===== config.mk =====
export PLATFORM = sky130hd
export DESIGN_NAME = ddr_req_arbiter
export DESIGN_NICKNAME = d
export VERILOG_FILES = /design/src/rtl/ddr_req_arbiter.sv
export SDC_FILE = /design/constraint.sdc
export NUM_CORES = 2
export LEC_CHECK = 0
export ABC_AREA = 1
export BUFFER_PORTS_ARGS = -buffer_cell sky130_fd_sc_hd__buf_2
export CORE_ASPECT_RATIO = 1.2
export CORE_MARGIN = 4
export CORE_UTILIZATION = 49
export DETAILED_ROUTE_END_ITERATION = 12
export HOLD_SLACK_MARGIN = 0.06
export PLACE_DENSITY = 0.72
export SYNTH_ARGS = -nofsm -noshare
export SYNTH_HDL_FRONTEND = slang
export SYNTH_SLANG_ARGS = --single-unit

===== constraint.sdc =====
create_clock -name clk_133M -period 14.4 [get_ports clk_133M]
set_input_delay 2.16 -clock clk_133M [delete_from_list [all_inputs] [get_ports clk_133M]]
set_output_delay 2.16 -clock clk_133M [all_outputs]
set_load 0.02 [all_outputs]

===== src/rtl/ddr_req_arbiter.sv =====
// N-channel DDR request arbiter with command FIFO and read-tag FIFO.
// Accepted requests queue here, issue one at a time and return read data to the issuing channel.
module ddr_req_arbiter #(
  parameter int          NUM_CH    = 4,
  parameter int          ADDR_W    = 25,
  parameter int          DATA_W    = 128,
  parameter int          DEPTH     = 16,
  parameter int          TAG_DEPTH = 16,
  parameter int          AF_MARGIN = 2,
  parameter int          ARB_MODE  = 0,
  parameter logic [3:0]  RD_CMD    = 4'b0011,
  parameter logic [3:0]  WR_CMD    = 4'b0100
) (
  input  logic                        clk_133M,
  input  logic                        rst_133M,
  input  logic                        init_done,
  input  logic [NUM_CH-1:0]           ch_req,
  input  logic [NUM_CH-1:0]           ch_we,
  input  logic [NUM_CH*ADDR_W-1:0]    ch_addr,
  input  logic [NUM_CH*DATA_W-1:0]    ch_wdata,
  output logic [NUM_CH-1:0]           ch_ack,
  output logic                        busy,
  input  logic                        cmd_busy,
  output logic [3:0]                  cmd,
  output logic                        cmd_valid,
  output logic [ADDR_W-1:0]           ddr_address,
  output logic [DATA_W-1:0]           ddr_wr_data,
  input  logic                        ddr_data_valid,
  input  logic [DATA_W-1:0]           ddr_rd_data,
  output logic [DATA_W-1:0]           rd_data,
  output logic [NUM_CH-1:0]           rd_valid,
  output logic                        rd_err,
  output logic [$clog2(DEPTH):0]      fifo_count
);

  localparam int CHW = $clog2(NUM_CH);
  localparam int AW  = $clog2(DEPTH);
  localparam int CW  = AW + 1;
  localparam int TW  = $clog2(TAG_DEPTH);
  localparam int TCW = TW + 1;

  logic [ADDR_W-1:0] addr_arr [NUM_CH];
  logic [DATA_W-1:0] data_arr [NUM_CH];

  for (genvar i = 0; i < NUM_CH; i++) begin : g_unpack
    assign addr_arr[i] = ch_addr[i*ADDR_W +: ADDR_W];
    assign data_arr[i] = ch_wdata[i*DATA_W +: DATA_W];
  end

  // Command FIFO storage
  logic              mem_we   [DEPTH];
  logic [CHW-1:0]    mem_ch   [DEPTH];
  logic [ADDR_W-1:0] mem_addr [DEPTH];
  logic [DATA_W-1:0] mem_data [DEPTH];
  logic [AW-1:0]     wr_ptr, rd_ptr;
  logic [CW-1:0]     count_nx;

  // Read tag FIFO storage
  logic [CHW-1:0]    tag_mem [TAG_DEPTH];
  logic [TW-1:0]     tag_wr, tag_rd;
  logic [TCW-1:0]    tag_count, tag_count_nx;

  logic [CHW-1:0]    rr_ptr;
  logic [CHW-1:0]    gnt_ch;
  logic [CHW-1:0]    sel;
  logic              found;
  logic              push, pop, head_we, tag_full, tag_push, tag_pop;

  // Arbitration: search order is fixed or rotating from the last accepted channel
  always_comb begin
    ch_ack = '0;
    gnt_ch = '0;
    sel    = '0;
    found  = 1'b0;
    if (!rst_133M && init_done && (fifo_count < CW'(DEPTH))) begin
      for (int unsigned i = 0; i < NUM_CH; i++) begin
        if (ARB_MODE == 1)
          sel = CHW'(i);
        else
          sel = CHW'((32'(rr_ptr) + i + 1) % NUM_CH);
        if (!found && ch_req[sel]) begin
          found  = 1'b1;
          gnt_ch = sel;
        end
      end
      if (found)
        ch_ack = NUM_CH'(1) << gnt_ch;
    end
  end

  assign push     = |ch_ack;
  assign head_we  = mem_we[rd_ptr];
  assign tag_full = (tag_count == TCW'(TAG_DEPTH));
  assign pop      = (fifo_count != '0) && init_done && !cmd_busy && !cmd_valid &&
                    !(!head_we && tag_full);
  assign tag_push = pop && !head_we;
  assign tag_pop  = ddr_data_valid && (tag_count != '0);

  always_comb begin
    count_nx = fifo_count;
    if (push && !pop)
      count_nx = fifo_count + 1'b1;
    else if (pop && !push)
      count_nx = fifo_count - 1'b1;
  end

  always_comb begin
    tag_count_nx = tag_count;
    if (tag_push && !tag_pop)
      tag_count_nx = tag_count + 1'b1;
    else if (tag_pop && !tag_push)
      tag_count_nx = tag_count - 1'b1;
  end

  // Storage arrays carry no reset; pointers and counts define validity
  always_ff @(posedge clk_133M) begin
    if (push) begin
      mem_we[wr_ptr]   <= ch_we[gnt_ch];
      mem_ch[wr_ptr]   <= gnt_ch;
      mem_addr[wr_ptr] <= addr_arr[gnt_ch];
      mem_data[wr_ptr] <= ch_we[gnt_ch] ? data_arr[gnt_ch] : '0;
    end
    if (tag_push)
      tag_mem[tag_wr] <= mem_ch[rd_ptr];
  end

  always_ff @(posedge clk_133M or posedge rst_133M) begin
    if (rst_133M) begin
      wr_ptr      <= '0;
      rd_ptr      <= '0;
      fifo_count  <= '0;
      busy        <= 1'b0;
      rr_ptr      <= CHW'(NUM_CH - 1);
      cmd         <= '0;
      cmd_valid   <= 1'b0;
      ddr_address <= '0;
      ddr_wr_data <= '0;
      tag_wr      <= '0;
      tag_rd      <= '0;
      tag_count   <= '0;
      rd_data     <= '0;
      rd_valid    <= '0;
      rd_err      <= 1'b0;
    end else begin
      if (push) begin
        wr_ptr <= wr_ptr + 1'b1;
        rr_ptr <= gnt_ch;
      end
      if (pop)
        rd_ptr <= rd_ptr + 1'b1;
      fifo_count <= count_nx;
      busy       <= (count_nx >= CW'(DEPTH - AF_MARGIN));

      cmd_valid <= pop;
      if (pop) begin
        cmd         <= head_we ? WR_CMD : RD_CMD;
        ddr_address <= mem_addr[rd_ptr];
        ddr_wr_data <= mem_data[rd_ptr];
      end

      if (tag_push)
        tag_wr <= tag_wr + 1'b1;
      if (tag_pop)
        tag_rd <= tag_rd + 1'b1;
      tag_count <= tag_count_nx;

      rd_valid <= '0;
      if (ddr_data_valid) begin
        rd_data <= ddr_rd_data;
        if (tag_count == '0)
          rd_err <= 1'b1;
        else
          rd_valid <= NUM_CH'(1) << tag_mem[tag_rd];
      end
    end
  end

endmodule


* After elaboration in Yosys (flattened, before gate mapping) *
Memory sizes are Yosys's and may differ from the RTL's. A register that Yosys moved wholly into a read port is not among the register bits.
Cells that the tools add are included.

cells by class
  divide/modulo/power cells = 0
  equal/unequal tests = 1
  bitwise gates (word level) = 1
  $mul = 0
  reduce and logical (&&, ||, !) cells = 34
  order comparisons = 8
  multiplexer cells = 48
  shift operators = 2
  add/subtract/negate cells = 14

operators with widths
  operator                                                                             count
  128-bit two-way mux                                                                  3
  128-bit binary-select mux with 2-bit select                                          1
  25-bit binary-select mux with 2-bit select                                           1
  25-bit two-way mux                                                                   2
  2-bit two-way mux                                                                    10
  5-bit two-way mux                                                                    4
  1-bit two-way mux                                                                    17
  4-bit by 1-bit adder with 4-bit output, second input constant                        4
  1-bit logical AND                                                                    16
  4-bit two-way mux                                                                    4
  2-bit by 3-bit less-than comparator with 1-bit output, second input constant         5
  1-bit logical NOT                                                                    12
  5-bit by 1-bit adder with 5-bit output, second input constant                        2
  1-bit binary-select mux with 2-bit select                                            5
  5-bit nonzero test                                                                   2
  5-bit by 1-bit subtractor with 5-bit output, second input constant                   2
  2-bit by 1-bit adder with 2-bit output, second input constant                        4
  1-bit by 2-bit left shift with 4-bit output, first input constant                    2
  5-bit == test, second input constant                                                 1
  5-bit by 4-bit greater-or-equal comparator with 1-bit output, second input constant  1
  5-bit logical NOT                                                                    1
  5-bit less-than comparator, second input constant                                    1
  2-bit adder, second input constant                                                   2
  4-bit OR reduction                                                                   1
  other kinds (5)                                                                      5

storage, ports and cells
  register bits = 167
  bits in writable memories = 2528
  memories kept = 5
  word-level logic and storage cells = 126
  memory bits (read-only) = 0
  latch bits = 0
  input bits = 753

memory list
  memory    depth  bits a word  read ports  clocked after memory_dff  wr ports  line  RTL
  mem_data  16     128          1           1                         1         54    logic [DATA_W-1:0] mem_data [DEPTH];
  mem_addr  16     25           1           1                         1         53    logic [ADDR_W-1:0] mem_addr [DEPTH];
  mem_ch    16     2            1           0                         1         52    logic [CHW-1:0] mem_ch [DEPTH];
  tag_mem   16     2            1           0                         1         59    logic [CHW-1:0] tag_mem [TAG_DEPTH];
  mem_we    16     1            1           0                         1         51    logic mem_we [DEPTH];

* Depth between registers and ports, before layout *
  word-level depth = 29
  gate-level depth with buffers = 23

* Worst setup path after synthesis *
Ideal clock, no wire load.

  kind = input to register
  start = input rst_133M
  end = memory mem_addr[11][0], enable pin
  path slack = -2.745 ns
  arrival = 16.471 ns
  stages on the path = 9
  path buffers = 2
  cell sequence = inv_1 > nand3_1 > inv_1 > nand2_2 > inv_2 > buf_2 > buf_2 > nand2_1 > nor2_1

on the way
  word-level cells in the longest chain between the ends = 7

RTL lines
  element                                  line  RTL
  start: declaration                       15    input logic rst_133M,
  1-bit logical NOT (no line)              n/a
  1-bit logical AND (2 in a row)           75    if (!rst_133M && init_done && (fifo_count < CW'(DEPTH))) begin
  4-bit two-way mux                        75
  4-bit OR reduction                       91    assign push = |ch_ack;
  1-bit two-way mux                        117   if (push) begin
  1-bit two-way mux (not written as such)  120   mem_addr[wr_ptr] <= addr_arr[gnt_ch];
  end: declaration                         53

No other way between the ends.

* Worst setup path after layout *
  start = input ch_req[2]
  end = memory mem_addr[15][24] (data pin)

on the way
  word-level cells in the longest chain between the ends = 21
  elaborated cells on any way between the ends = 30
  those cells by class = mux: 23; bitwise: 1; reduce/logical: 6

RTL lines
  element                                                  line  RTL
  start: declaration                                       17    input logic [NUM_CH-1:0] ch_req,
  1-bit binary-select mux with 2-bit select                81    if (!found && ch_req[sel]) begin
  1-bit two-way mux (not written as such)                  81
  1-bit two-way mux                                        81
  1-bit two-way mux                                        75
  1-bit logical NOT                                        81
  1-bit logical AND                                        81
  1-bit two-way mux                                        81
  1-bit two-way mux                                        75
  [3 not listed]                                           n/a
  1-bit two-way mux                                        75
  1-bit logical NOT                                        81
  1-bit logical AND                                        81
  2-bit two-way mux *                                      81
  2-bit two-way mux * (2 in a row)                         75
  2-bit NOT with 3-bit output (not written as such) *      120
  25-bit binary-select mux with 2-bit select *             120
  25-bit two-way mux (not written as such) * (2 in a row)  120

Mark *: on every way between the ends. The rest lies on a longest branch, timed or not. The select of a mux whose other input is x is not followed.

==> run_summary.xml <==
<?xml version="1.0" encoding="UTF-8"?>
<metrics>
  <group name="status">
    <metric name="run_status" unit="">finished clean</metric>
  </group>
  <group name="clock_tree">
    <metric name="cts.repair_timing.setup_buffer_count" unit="">0</metric>
    <metric name="clock_tree.buffer_depth" unit="">4</metric>
    <metric name="clock_network_latency_to_the_later_pin_of_the_worst_skew_pair" unit="ns">0.95</metric>
    <metric name="post_cts.resized_instances" unit="">0</metric>
    <metric name="path_clk_slew" unit="ns">0.06</metric>
    <metric name="clock_tree_from_tritoncts" unit="">done</metric>
    <metric name="tritoncts_num_sinks" unit="">2846</metric>
    <metric name="root_cell_of_the_clock_tree" unit="">sky130_fd_sc_hd__clkbuf_16</metric>
    <metric name="cts_made_buffers" unit="">292</metric>
    <metric name="post_cts_hold_buffer_count" unit="">0</metric>
    <metric name="h-tree-depth" unit="">5</metric>
  </group>
  <group name="synth">
    <metric name="synth-edff-count" unit="">2528</metric>
    <metric name="seq_area_frac_synth" unit="%">72.3</metric>
    <metric name="synth_area_leaders" unit="">sky130_fd_sc_hd__edfxtp_1 (65%), sky130_fd_sc_hd__dfrtp_1 (6.8%), sky130_fd_sc_hd__o21ai_0 (6.0%)</metric>
    <metric name="synth_flop_cell" unit="">sky130_fd_sc_hd__edfxtp_1</metric>
    <metric name="fraction_of_post_synthesis_cell_area_in_the_top_cell_type_by_area" unit="%">65.5</metric>
    <metric name="netlist_instances" unit="">9214</metric>
    <metric name="synthesis.area_per_instance" unit="sq um">12.6</metric>
    <metric name="syn-num-nets" unit="">9985</metric>
    <metric name="postSynth.asyncResetShare" unit="%">11.2</metric>
    <metric name="ys_ff_latch" unit="">2846</metric>
    <metric name="synthDominantAreaCellType" unit="">sky130_fd_sc_hd__edfxtp_1</metric>
    <metric name="yosysWarningCount" unit="">0</metric>
    <metric name="synth_area" unit="sq um">116000</metric>
    <metric name="synthDistinctLibCells" unit="">42</metric>
  </group>
  <group name="die">
    <metric name="die_area" unit="sq um">245000</metric>
    <metric name="floorplan.initialDensity" unit="%">49.3</metric>
    <metric name="die_height" unit="um">541</metric>
    <metric name="floorplan.core_area" unit="sq um">235000</metric>
    <metric name="die_x" unit="um">452</metric>
    <metric name="std_cell_rows" unit="">195</metric>
    <metric name="boundaryPins" unit="">1054</metric>
  </group>
  <group name="drt">
    <metric name="drtIter0Drc" unit="">9910</metric>
    <metric name="drt_drc_violations_left" unit="">0</metric>
    <metric name="via_count" unit="">82139</metric>
    <metric name="route.detailed.wl_per_inst" unit="um">27.4</metric>
    <metric name="avgViaCountPerCell" unit="">6.15</metric>
    <metric name="antenna_left" unit="">0</metric>
    <metric name="wl" unit="um">366000</metric>
    <metric name="drtPass1Iterations" unit="">9</metric>
  </group>
  <group name="global_route">
    <metric name="global_route_usage_over_all_layers" unit="%">28.9</metric>
    <metric name="globalRoute.totalOverflow" unit="">0</metric>
    <metric name="grt_pass1_vias" unit="">79676</metric>
    <metric name="grt_antenna_before_repair" unit="">22</metric>
    <metric name="grt_first_pass_wirelength" unit="um">525000</metric>
    <metric name="grt_max_degree" unit="">251</metric>
  </group>
  <group name="finish">
    <metric name="finish.net_count" unit="">10740</metric>
    <metric name="final_cell_mix" unit="">sky130_fd_sc_hd__edfxtp_1 (2528), sky130_fd_sc_hd__nor2_1 (1619), sky130_fd_sc_hd__o21ai_0 (1383)</metric>
    <metric name="areaGrowthSynthToFinish" unit="%">14.4</metric>
    <metric name="final_common_cell" unit="">sky130_fd_sc_hd__edfxtp_1</metric>
    <metric name="post_route_cells_drive_above_1_share" unit="%">17.6</metric>
  </group>
  <group name="worst_setup_path">
    <metric name="crit_path_end_kind" unit="">register</metric>
    <metric name="path_class" unit="">in2reg</metric>
    <metric name="worstPathArrival" unit="ns">7.37</metric>
    <metric name="crit_fanout" unit="">75</metric>
    <metric name="critical_path.endpoint" unit="">mem_addr[15][24]</metric>
    <metric name="regToRegEndpoint" unit="">tag_count[4]</metric>
    <metric name="crit_path_start_kind" unit="">input pin</metric>
    <metric name="crit_start" unit="">ch_req[2]</metric>
    <metric name="r2r-start" unit="">rd_ptr[0]</metric>
    <metric name="worst-r2r-cell-count" unit="">22</metric>
    <metric name="worst-endpoint-required" unit="ns">14.97</metric>
    <metric name="rrSetupSlack" unit="ns">7.68</metric>
  </group>
  <group name="timing">
    <metric name="clock_skew" unit="ns">0.0564</metric>
    <metric name="grt_setup_unrepaired" unit="">no</metric>
    <metric name="fmax" unit="GHz">0.147</metric>
    <metric name="timing_max_transition_violations_final" unit="">0</metric>
    <metric name="setup-tns-final" unit="ns">0</metric>
    <metric name="setup_slack" unit="ns">7.60</metric>
    <metric name="layout_worst_path_cycle_share" unit="%">47.3</metric>
    <metric name="finalHoldViolCount" unit="">0</metric>
    <metric name="timing.final.crit_period" unit="ns">6.80</metric>
    <metric name="worst_slew_margin_rel" unit="%">1.70</metric>
    <metric name="setup_viol" unit="">0</metric>
    <metric name="slew_at_the_pin_closest_to_its_max_slew_limit" unit="ns">1.47</metric>
  </group>
  <group name="placed_design">
    <metric name="place.port_buffers" unit="">1052</metric>
    <metric name="post_placement_setup_slack" unit="ns">6.77</metric>
    <metric name="post-dp-hpwl" unit="um">205000</metric>
    <metric name="gpl.final_weighted_congestion" unit="">0.995</metric>
  </group>
  <group name="power">
    <metric name="cellPowerDensity" unit="nW/um^2">203</metric>
    <metric name="power.static_leakage" unit="nW">47.1</metric>
    <metric name="vdd_drop_max" unit="mV">0.187</metric>
  </group>
  <group name="flow_run">
    <metric name="cap_violations" unit="">0</metric>
  </group>
  <group name="min_path">
    <metric name="hold_path.class" unit="">reg2reg</metric>
  </group>
</metrics>
==> area by class of cell <==
type	instances	area, sq um
inverter	321	1250
antenna	19	47.5
clock buffer	394	8020
tap	3152	3940
multi-input combinational	5332	28100
fill	18458	103000
timing repair buffer	1176	6370
clock inverter	110	1070
sequential	2846	83900
==> synthesized netlist by cell type, types with 2 or more instances <==
master                      number
sky130_fd_sc_hd__edfxtp_1     2528
sky130_fd_sc_hd__nor2_1       1635
sky130_fd_sc_hd__o21ai_0      1383
sky130_fd_sc_hd__clkbuf_1      535
sky130_fd_sc_hd__nand2_1       531
sky130_fd_sc_hd__o221ai_1      410
sky130_fd_sc_hd__dfrtp_1       316
sky130_fd_sc_hd__inv_1         279
sky130_fd_sc_hd__nand3_1       272
sky130_fd_sc_hd__o22ai_1       231
sky130_fd_sc_hd__o211ai_1      190
sky130_fd_sc_hd__a31oi_1       146
sky130_fd_sc_hd__a21oi_1       136
sky130_fd_sc_hd__nand3b_1      130
sky130_fd_sc_hd__mux2_2        128
sky130_fd_sc_hd__buf_2         104
sky130_fd_sc_hd__o21ai_1        61
sky130_fd_sc_hd__buf_1          51
sky130_fd_sc_hd__inv_2          40
sky130_fd_sc_hd__buf_6          20
sky130_fd_sc_hd__xor2_1         18
sky130_fd_sc_hd__ha_1           17
sky130_fd_sc_hd__o2111ai_1       8
sky130_fd_sc_hd__nand4_1         7
sky130_fd_sc_hd__buf_4           5
sky130_fd_sc_hd__mux2i_1         5
sky130_fd_sc_hd__nand2_2         5
sky130_fd_sc_hd__nor3_1          4
sky130_fd_sc_hd__dfstp_2         2
sky130_fd_sc_hd__nand2_4         2
sky130_fd_sc_hd__nor2_2          2
sky130_fd_sc_hd__o32ai_1         2
sky130_fd_sc_hd__xnor2_1         2
==> logic make-up (layout without fill, tap and decap cells) <==
group                    Yosys count  after routing  synth area share, %
AO/OA/AOI/OAI                   2569           2569                 13.3
AND/OR/NAND/NOR                 2591           2591                 9.16
multiplexers                     133            133                 1.29
other                              1             20              0.00323
adder cells (fa/ha/maj)           18             18                0.201
buffers and inverters           1036           2001                 3.61
flip-flops                      2846           2846                 72.3
XOR/XNOR                          20             20                0.151
==> flip-flops by register name, indices dropped and copies added, names as in the netlist, 16 cells and up <==
register and count:
ddr_address 25, ddr_wr_data 128, mem_addr 400, mem_ch 32
mem_data 2048, mem_we 16, rd_data 128, tag_mem 32
==> critical path: stages <==
cell and delay, ns:
sky130_fd_sc_hd__buf_2 0.11, sky130_fd_sc_hd__nand2_1 0.05, sky130_fd_sc_hd__nand2_1 0.09, sky130_fd_sc_hd__nand2_1 0.11
sky130_fd_sc_hd__o21ai_2 0.08, sky130_fd_sc_hd__nand2_1 0.07, sky130_fd_sc_hd__nand2_1 0.10, sky130_fd_sc_hd__nor2_2 0.20
sky130_fd_sc_hd__nand2_8 0.20, sky130_fd_sc_hd__nand2_8 0.49, sky130_fd_sc_hd__nand2_8 0.38, sky130_fd_sc_hd__inv_6 0.62
sky130_fd_sc_hd__buf_4 0.65, sky130_fd_sc_hd__buf_4 0.80, sky130_fd_sc_hd__o21ai_0 0.25, sky130_fd_sc_hd__o22ai_1 0.82
==> routing by layer <==
metal	vias up	GRT usage (%)	wire length (um)
li1	35588	-	-
met1	40680	35.7	129000
met2	4917	47.1	176000
met3	946	4.93	34700
met4	8	18.7	26200
met5	-	0	55
==> per-stage QoR <==
| stage | cell area, sq um | instances | util (%) | power, mW | hold slack (ns) |
|---|---|---|---|---|---|
| 4_1_cts | 133000 | 13331 | 56.3 | 27.0 | 0.476 |
| 5_1_grt | 133000 | 13346 | 56.4 | 28.2 | 0.505 |
| 3_5_place_dp | 124000 | 12827 | 52.5 | 19.7 | 0.459 |
| 2_1_floorplan | 116000 | 9214 | - | 16.5 | 0.463 |
| 3_3_place_gp | 124000 | 12827 | 52.5 | 19.4 | 0.442 |
| 6_report | 133000 | 13350 | 56.4 | 27.0 | 0.476 |
==> worst min path at each step <==
stage                         startpoint        endpoint  slack, ns  depth (start not counted)
after floorplan             tag_count[4]    tag_count[4]       0.46                          1
after global placement            rd_err          rd_err       0.44                          1
after detailed placement          rd_err          rd_err       0.46                          1
after CTS                         rd_err          rd_err       0.48                          1
after global routing      ddr_wr_data[8]  ddr_wr_data[8]       0.51                          2
final                             rd_err          rd_err       0.48                          1
==> power breakdown <==
group          total, mW  leakage, nW  internal [mW]  switching [mW]
Sequential          10.8         26.7           10.3           0.515
Combinational       8.88         16.0           2.26            6.62
Clock               7.29         4.41           4.24            3.05
Total               27.0         47.1           16.8            10.2
Power figures use the tool's default switching activity.
